### src/rtl/dataflow_input_sync_ctrl.sv
// Start/ready synchroniser for the input processes of a dataflow top.
// Fans ap_start out to PROC_NUM processes, remembers which ones have taken
// the current iteration, and returns ap_ready only once all of them have.
// A watchdog flags processes that sit in a partial sync for too long.
module dataflow_input_sync_ctrl #(
  parameter int          PROC_NUM  = 2,
  parameter int          TIMEOUT   = 1024,
  parameter int          TO_W      = 16,
  // Reset value of the iteration counter; lets the counter be preloaded
  // close to its wrap point.
  parameter logic [31:0] ITER_INIT = 32'd0
) (
  input  logic                clock,
  input  logic                reset,
  input  logic                ap_start,
  output logic                ap_ready,
  output logic [PROC_NUM-1:0] proc_ap_start,
  input  logic [PROC_NUM-1:0] proc_ap_ready,
  input  logic [PROC_NUM-1:0] proc_ap_idle,
  output logic [PROC_NUM-1:0] ready_flag,
  output logic [PROC_NUM-1:0] dl_vec,
  input  logic                dl_clear,
  output logic [31:0]         iter_cnt,
  output logic [1:0]          sync_state
);

  typedef enum logic [1:0] {
    ST_IDLE    = 2'd0,
    ST_RUN     = 2'd1,
    ST_PARTIAL = 2'd2,
    ST_STALL   = 2'd3
  } state_t;

  localparam logic [TO_W-1:0] TO_LAST = TO_W'(TIMEOUT - 1);

  state_t              r_state;
  state_t              w_next;
  logic [PROC_NUM-1:0] r_flag;
  logic [PROC_NUM-1:0] r_dl;
  logic [31:0]         r_iter;
  logic [TO_W-1:0]     r_timer;
  logic [TO_W-1:0]     w_timerNext;
  logic [PROC_NUM-1:0] w_dlNext;
  logic                w_startOk;
  logic [PROC_NUM-1:0] w_start;
  logic [PROC_NUM-1:0] w_acc;
  logic [PROC_NUM-1:0] w_eff;
  logic                w_allRdy;

  // Handshake decode: start is suppressed while reset is held so every output is quiet.
  always_comb begin
    w_startOk = ap_start & reset;
    w_start   = w_startOk ? ~r_flag : '0;
    w_acc     = proc_ap_ready & w_start;
    w_eff     = r_flag | w_acc;
    w_allRdy  = w_startOk & (&w_eff);
  end

  assign ap_ready      = w_allRdy;
  assign proc_ap_start = w_start;
  assign ready_flag    = r_flag;
  assign dl_vec        = r_dl;
  assign iter_cnt      = r_iter;
  assign sync_state    = r_state;

  // Next-state, watchdog timer and deadlock-suspect decode.
  always_comb begin
    w_next      = r_state;
    w_timerNext = '0;
    w_dlNext    = '0;
    case (r_state)
      ST_IDLE: begin
        if (w_startOk && !w_allRdy)
          w_next = (|w_eff) ? ST_PARTIAL : ST_RUN;
      end
      ST_RUN: begin
        if (w_allRdy)          w_next = ST_IDLE;
        else if (|w_eff)       w_next = ST_PARTIAL;
        else if (!ap_start)    w_next = ST_IDLE;
      end
      ST_PARTIAL: begin
        if (w_allRdy)
          w_next = ST_IDLE;
        else if (ap_start && (r_timer == TO_LAST) && !(|w_acc))
          w_next = ST_STALL;
      end
      ST_STALL: begin
        if (w_allRdy)          w_next = ST_IDLE;
        else if (dl_clear)     w_next = ST_PARTIAL;
      end
      default: w_next = ST_IDLE;
    endcase

    if ((r_state == ST_PARTIAL) && (w_next == ST_PARTIAL) && !(|w_acc)) begin
      if (!ap_start)            w_timerNext = r_timer;
      else if (r_timer != '1)   w_timerNext = r_timer + 1'b1;
      else                      w_timerNext = r_timer;
    end

    if ((r_state == ST_STALL) && (w_next == ST_STALL))
      w_dlNext = r_flag & proc_ap_idle;
  end

  // State, flags, watchdog and iteration counter registers.
  always_ff @(posedge clock or negedge reset) begin
    if (!reset) begin
      r_state <= ST_IDLE;
      r_flag  <= '0;
      r_dl    <= '0;
      r_timer <= '0;
      r_iter  <= ITER_INIT;
    end else begin
      r_state <= w_next;
      r_dl    <= w_dlNext;
      r_timer <= w_timerNext;
      if (w_allRdy) begin
        r_flag <= '0;
        r_iter <= r_iter + 32'd1;
      end else begin
        r_flag <= r_flag | w_acc;
      end
    end
  end

endmodule

### config.mk
export PLATFORM = sky130hd
export DESIGN_NAME = dataflow_input_sync_ctrl
export DESIGN_NICKNAME = d
export VERILOG_FILES = /design/src/rtl/dataflow_input_sync_ctrl.sv
export SDC_FILE = /design/constraint.sdc
export NUM_CORES = 1
export LEC_CHECK = 0
export CAP_MARGIN = 5
export CORE_UTILIZATION = 40
export DETAILED_ROUTE_END_ITERATION = 6
export SYNTH_ARGS = -nofsm -noshare
export SYNTH_HDL_FRONTEND = slang
export SYNTH_SLANG_ARGS = --single-unit
### constraint.sdc
create_clock -name clock -period 3.2 [get_ports clock]
set_input_delay 0.48 -clock clock [delete_from_list [all_inputs] [get_ports clock]]
set_output_delay 0.48 -clock clock [all_outputs]
set_load 0.1 [all_outputs]
Word level (Yosys, flattened, before mapping)
Index checks and enable logic that the tools add are counted.
{"block": "totals", "register_bits": 54, "in_bits": 8, "out_inout_bits": 41, "elab_cells": 51}
{"block": "classes", "add_sub_neg": 2, "n_eq_ne": 9, "muxes": 16, "n_bitwise": 6, "n_reduce_logical": 13}
{"cell": "$mux 16", "n": 3}
{"cell": "$add 32x1->32 const B", "n": 1}
{"cell": "$mux 2", "n": 12}
{"cell": "$add 16x1->16 const B", "n": 1}
{"cell": "$eq 16x10->1 const B", "n": 1}
{"cell": "$ne 16x16->1 const B", "n": 1}
{"cell": "$eq 2x2->1 const B", "n": 4}
{"cell": "$pmux 2 s4", "n": 1}
{"cell": "$logic_and 1x1->1", "n": 6}
{"cell": "$and 2x2->2", "n": 2}
{"cell": "$reduce_and 2->1", "n": 2}
{"cell": "$reduce_or 2->1", "n": 2}
{"cell": "$and 1x1->1", "n": 2}
{"cell": "$eq 2x1->1 const B", "n": 1}
{"cell": "$logic_not 1->1", "n": 2}
{"cell": "$logic_not 2->1", "n": 1}
{"cell": "$ne 2x1->1 const B", "n": 1}
{"cell": "$ne 2x2->1 const B", "n": 1}
{"cell": "$not 2->2", "n": 1}
{"cell": "$or 2x2->2", "n": 1}

Depth between registers and ports, before layout
{"block": "logic_depth", "word_depth": 15, "ltp_mapped": 8, "ltp_nobuf": 6}

Worst setup path after synthesis
No wires, ideal clock.
{"block": "synth_path", "path_type": "reg2reg", "from": "register r_flag[0] (netlist: ready_flag[0])", "to": "register r_iter[6] (netlist: iter_cnt[6])", "arrival_ps": 2828, "t_required_ps": 3038, "slack_ps": 210, "stages_incl_launch_ff": 8, "synth_period_minus_slack_ps": 2990, "cell_sequence": "dfrtp_1 > o22ai_1 > or2_1 > buf_2 > clkinv_1 > nand3_1 > nor2_1 > xor2_1"}
{"block": "synth_via", "elab_chain_len": 6}
{"item": "from (decl)", "line_no": "38", "source": "logic [PROC_NUM-1:0] r_flag;"}
{"item": "from (signal assigned)", "line_no": "120", "source": "r_flag <= r_flag | w_acc;"}
{"item": "$not 2->2", "line_no": "53", "source": "w_start = w_startOk ? ~r_flag : '0;"}
{"item": "$mux 2", "line_no": "53"}
{"item": "$and 2x2->2", "line_no": "54", "source": "w_acc = proc_ap_ready & w_start;"}
{"item": "$or 2x2->2 (*)", "line_no": "55", "source": "w_eff = r_flag | w_acc;"}
{"item": "$reduce_and 2->1 (*)", "line_no": "56", "source": "w_allRdy = w_startOk & (&w_eff);"}
{"item": "$and 1x1->1 (*)", "line_no": "56"}
{"item": "via ap_ready", "line_no": "16", "source": "output logic ap_ready,"}
{"item": "to (signal assigned)", "line_no": "118", "source": "r_iter <= r_iter + 32'd1;"}
{"item": "to (decl)", "line_no": "40", "source": "logic [31:0] r_iter;"}
The timed path passes the listed nets; every way through them passes the cells marked *.
A chain may end at the register's enable or synchronous reset.

Final worst setup path
{"block": "layout_path", "from": "input port proc_ap_ready[0]", "to": "output port ap_ready"}
{"block": "layout_via", "elab_chain_len": 4}
{"item": "from (decl)", "line_no": "18", "source": "input logic [PROC_NUM-1:0] proc_ap_ready,"}
{"item": "$and 2x2->2", "line_no": "54"}
{"item": "$or 2x2->2", "line_no": "55"}
{"item": "$reduce_and 2->1", "line_no": "56"}
{"item": "$and 1x1->1", "line_no": "56"}
{"item": "to (decl)", "line_no": "16"}
Every way passes these cells.

==> flow_summary_export.csv <==
group,metric,value,unit
power_and_ir_drop,p_per_area,532.2,nW/µm²
power_and_ir_drop,power.leakage,1.507,nW
sta,tightest_slew,0.9763,ns
cts,ctsRootBufferMaster,"clkbuf_8",
critical_path,path_max_fanout,8,
sta,period_share,0.7902,
critical_path,crit_arrival,2.05,ns
finish,final_util,0.5070,
synth,synth.avg_cell_area,10.37,µm²
finish,stdcell_area,3274,µm²
grt,grt_pass1_wl,9.466,mm
detailed_routing,num_vias,2070,
power_and_ir_drop,irDropWorstVdd,561.2,µV
synth,async_reset_ff_frac,1.000,
cts,clock_path_buffers,2,
critical_path,cp_top_family,"buffers and inverters",
detailed_routing,vias_per_cell,5.254,
floorplanning,die-area,7150,µm²
synth,yosysSeqAreaShare,0.4956,
grt,antenna_found_initial,0,
power_and_ir_drop,clkPwrFrac,0.234,
grt,grt_max_degree,56,
cts,cts_resized,0,
finish,nets,326,
power_and_ir_drop,pwr-share-comb,0.310,
place,gp_congestion,0.8107,
grt,grt_pass1_vias,1951,
sta,clock_skew,0.008690,ns
cts,cts_tree,"yes",
synth,ys_types,47,
power_and_ir_drop,switching_share,0.4090,
detailed_routing,ant_nets,0,
run,max_cap_viol_count,0,
cts,clock-sinks,54,
critical_path,critical_path_class,"primary input to output pin",
synth,yosys_warnings,0,
synth,netlist_instances,263,
critical_path,r2r_slack,0.96,ns
detailed_routing,avgRoutedWirePerCell,13.38,µm
finish,drive_gt1_frac,0.1893,
status,failed_checks,"DRC",
floorplanning,start_util,0.4221,
floorplanning,die_height,84.56,µm
floorplanning,rows,29,
synth,synth_seq_cells,54,
detailed_routing,drt_iter0_drc,110,
synth,synth_edf_count,0,
finish,syn2layout_area_growth,20.10,%
grt,grt.total_usage,0.1646,
sta,layout_setup_ws,0.6712,ns
cts,clk_latency,0.31,ns
sta,hold_viol,0,
floorplanning,die_x,84.56,µm
sta,layout_min_cycle_time,2.529,ns
critical_path,cpPeakStageDelay,0.47,ns
grt,grt-ovfl-total,0,
status,outcome,"finished with violations",
detailed_routing,post-route-drc-count,5,
sta,finalSetupViolations,0,
cts,holdBufCountCts,0,
place,postPlaceCellArea,3176,µm²
place,port_buffers,48,
critical_path,crit_chain,"clkdlybuf4s50_1, o22ai_1, or2_1, clkinv_1, buf_12",
detailed_routing,drt-pass1-iter-count,6,
critical_path,critical_path_required,2.72,ns
cts,htreeDepth,2,
sta,rsz0062_at_grt,"false",
synth,synth_ff_type,"dfrtp_1",
worst_hold_path,hp-class,"primary input to async pin",
synth,netlist_area,2726,µm²
sta,holdWs,0.3063,ns
critical_path,critPathCaptureType,"output pin",
sta,slew_headroom,0.3471,
critical_path,cp.buffers_inverters,3,
floorplanning,ioPinCount,49,
sta,maxSlewViolCount,0,
cts,clk_pin_slew,0.09,ns
sta,tns,0,ns
floorplanning,fp.coreArea,6459,µm²
power_and_ir_drop,p_sw,0.0007128,W
place,hpwl,3.822,mm
cts,cts_buffers,5,
critical_path,startpoint_type,"primary input",
finish,fillers,611,
cts,postCtsSetupBuffers,0,
place,detailedPlace.worstSlack,0.5111,ns
power_and_ir_drop,power_frac_seq,0.456,
power_and_ir_drop,p_int,0.001030,W
detailed_routing,routed_wl,5.272,mm
sta,max_freq,0.3954,GHz
critical_path,critical_path.slowest_cell,"clkdlybuf4s50_1",
synth,synth_nets,273,
finish,diodes,0,
[path summary, 6_finish.rpt]
| kind | endpoint | startpoint | cells after the start |
|---|---|---|---|
| worst max-delay path | ap_ready | proc_ap_ready[0] | 5 |
| worst min-delay path | dl_vec[1] | reset | 2 |
| worst max register to register | r_timer[5] | r_timer[0] | 6 |
| worst min register to register | iter_cnt[31] | iter_cnt[31] | 1 |
| max in group asynchronous | iter_cnt[19] | reset | 2 |
| min in group clock | iter_cnt[31] | iter_cnt[31] | 1 |
[kinds of logic (layout without fill, tap and decap cells)]
kind of cell             Yosys count  after routing  synth area share
flip-flops                        54             54            0.4956
multiplexers                       1              1          0.003672
adder cells (fa/ha/maj)            2              2          0.009177
AND/OR/NAND/NOR                  130            130            0.2602
XOR/XNOR                          45             45            0.1446
AO/OA/AOI/OAI                     22             22           0.05461
buffers and inverters              9             63           0.03212
[per-layer routing]
layer,GRT usage,share of wire
met4,0.04160,0.0064
met1,0.2494,0.51
met5,0,0
met2,0.2380,0.44
met3,0.03638,0.046
[cell usage in the layout, fill, tap and decap left out, types with 2 or more instances in the layout]
cell type and instances:
dfrtp_1 54, buf_4 40, nor2_1 33, xnor2_1 28
nand2_1 21, nand3_1 19, xor2_1 17, nand4_1 15
and3_1 13, clkdlybuf4s50_1 8, o21ai_0 6, clkbuf_8 6
and4_1 5, nor3_1 4, a21oi_1 4, inv_1 3
nand2b_1 3, o211ai_1 2, a31oi_1 2, and2_1 2
nor3b_1 2, ha_1 2, buf_12 2
[cell usage after synthesis (3+ instances only)]
cell type / count / share of area
xor2_1: 17 / 0.055
nand2b_1: 3 / 0.0069
o21ai_0: 6 / 0.011
and3_1: 13 / 0.030
nor3_1: 4 / 0.0073
nand3_1: 19 / 0.035
nor2_1: 33 / 0.045
nand2_1: 21 / 0.029
nand4_1: 15 / 0.034
a21oi_1: 4 / 0.0073
inv_1: 3 / 0.0041
xnor2_1: 28 / 0.090
and4_1: 5 / 0.016
dfrtp_1: 54 / 0.50
[layout make-up]
cell class / count / area, µm² / area share
Sequential cell: 54 / 1351 / 0.4127
Multi-Input combinational cell: 200 / 1287 / 0.3932
Timing Repair Buffer: 51 / 425.4 / 0.1299
Tap cell: 77 / 96.34 / 0.02942
Clock buffer: 6 / 82.58 / 0.02522
Clock inverter: 2 / 16.27 / 0.004968
Inverter: 4 / 15.01 / 0.004585
[sequential cells by signal, indices dropped and copies added, names as in the netlist]
register / cells
r_timer: 16
ready_flag: 2
dl_vec: 2
iter_cnt: 32
sync_state: 2
[power by group through the flow]
stage	clock, W	sequential (W)	combinational, W
final	0.000407	0.000795	0.000540
after global routing	0.000462	0.000805	0.000572
after CTS	0.000425	0.000796	0.000547
after detailed placement	0	0.000808	0.000547
after global placement	0	0.000807	0.000546
after floorplan	0	0.00106	0.000179
[metrics by stage]
| stage | cells | power, W |
|---|---|---|
| final | 394 | 0.001743 |
| after global routing | 394 | 0.001840 |
| after CTS | 394 | 0.001767 |
| after detailed placement | 386 | 0.001354 |
| after global placement | 386 | 0.001353 |
| after floorplan | 263 | 0.001241 |
(Power assumes the default switching activity.)
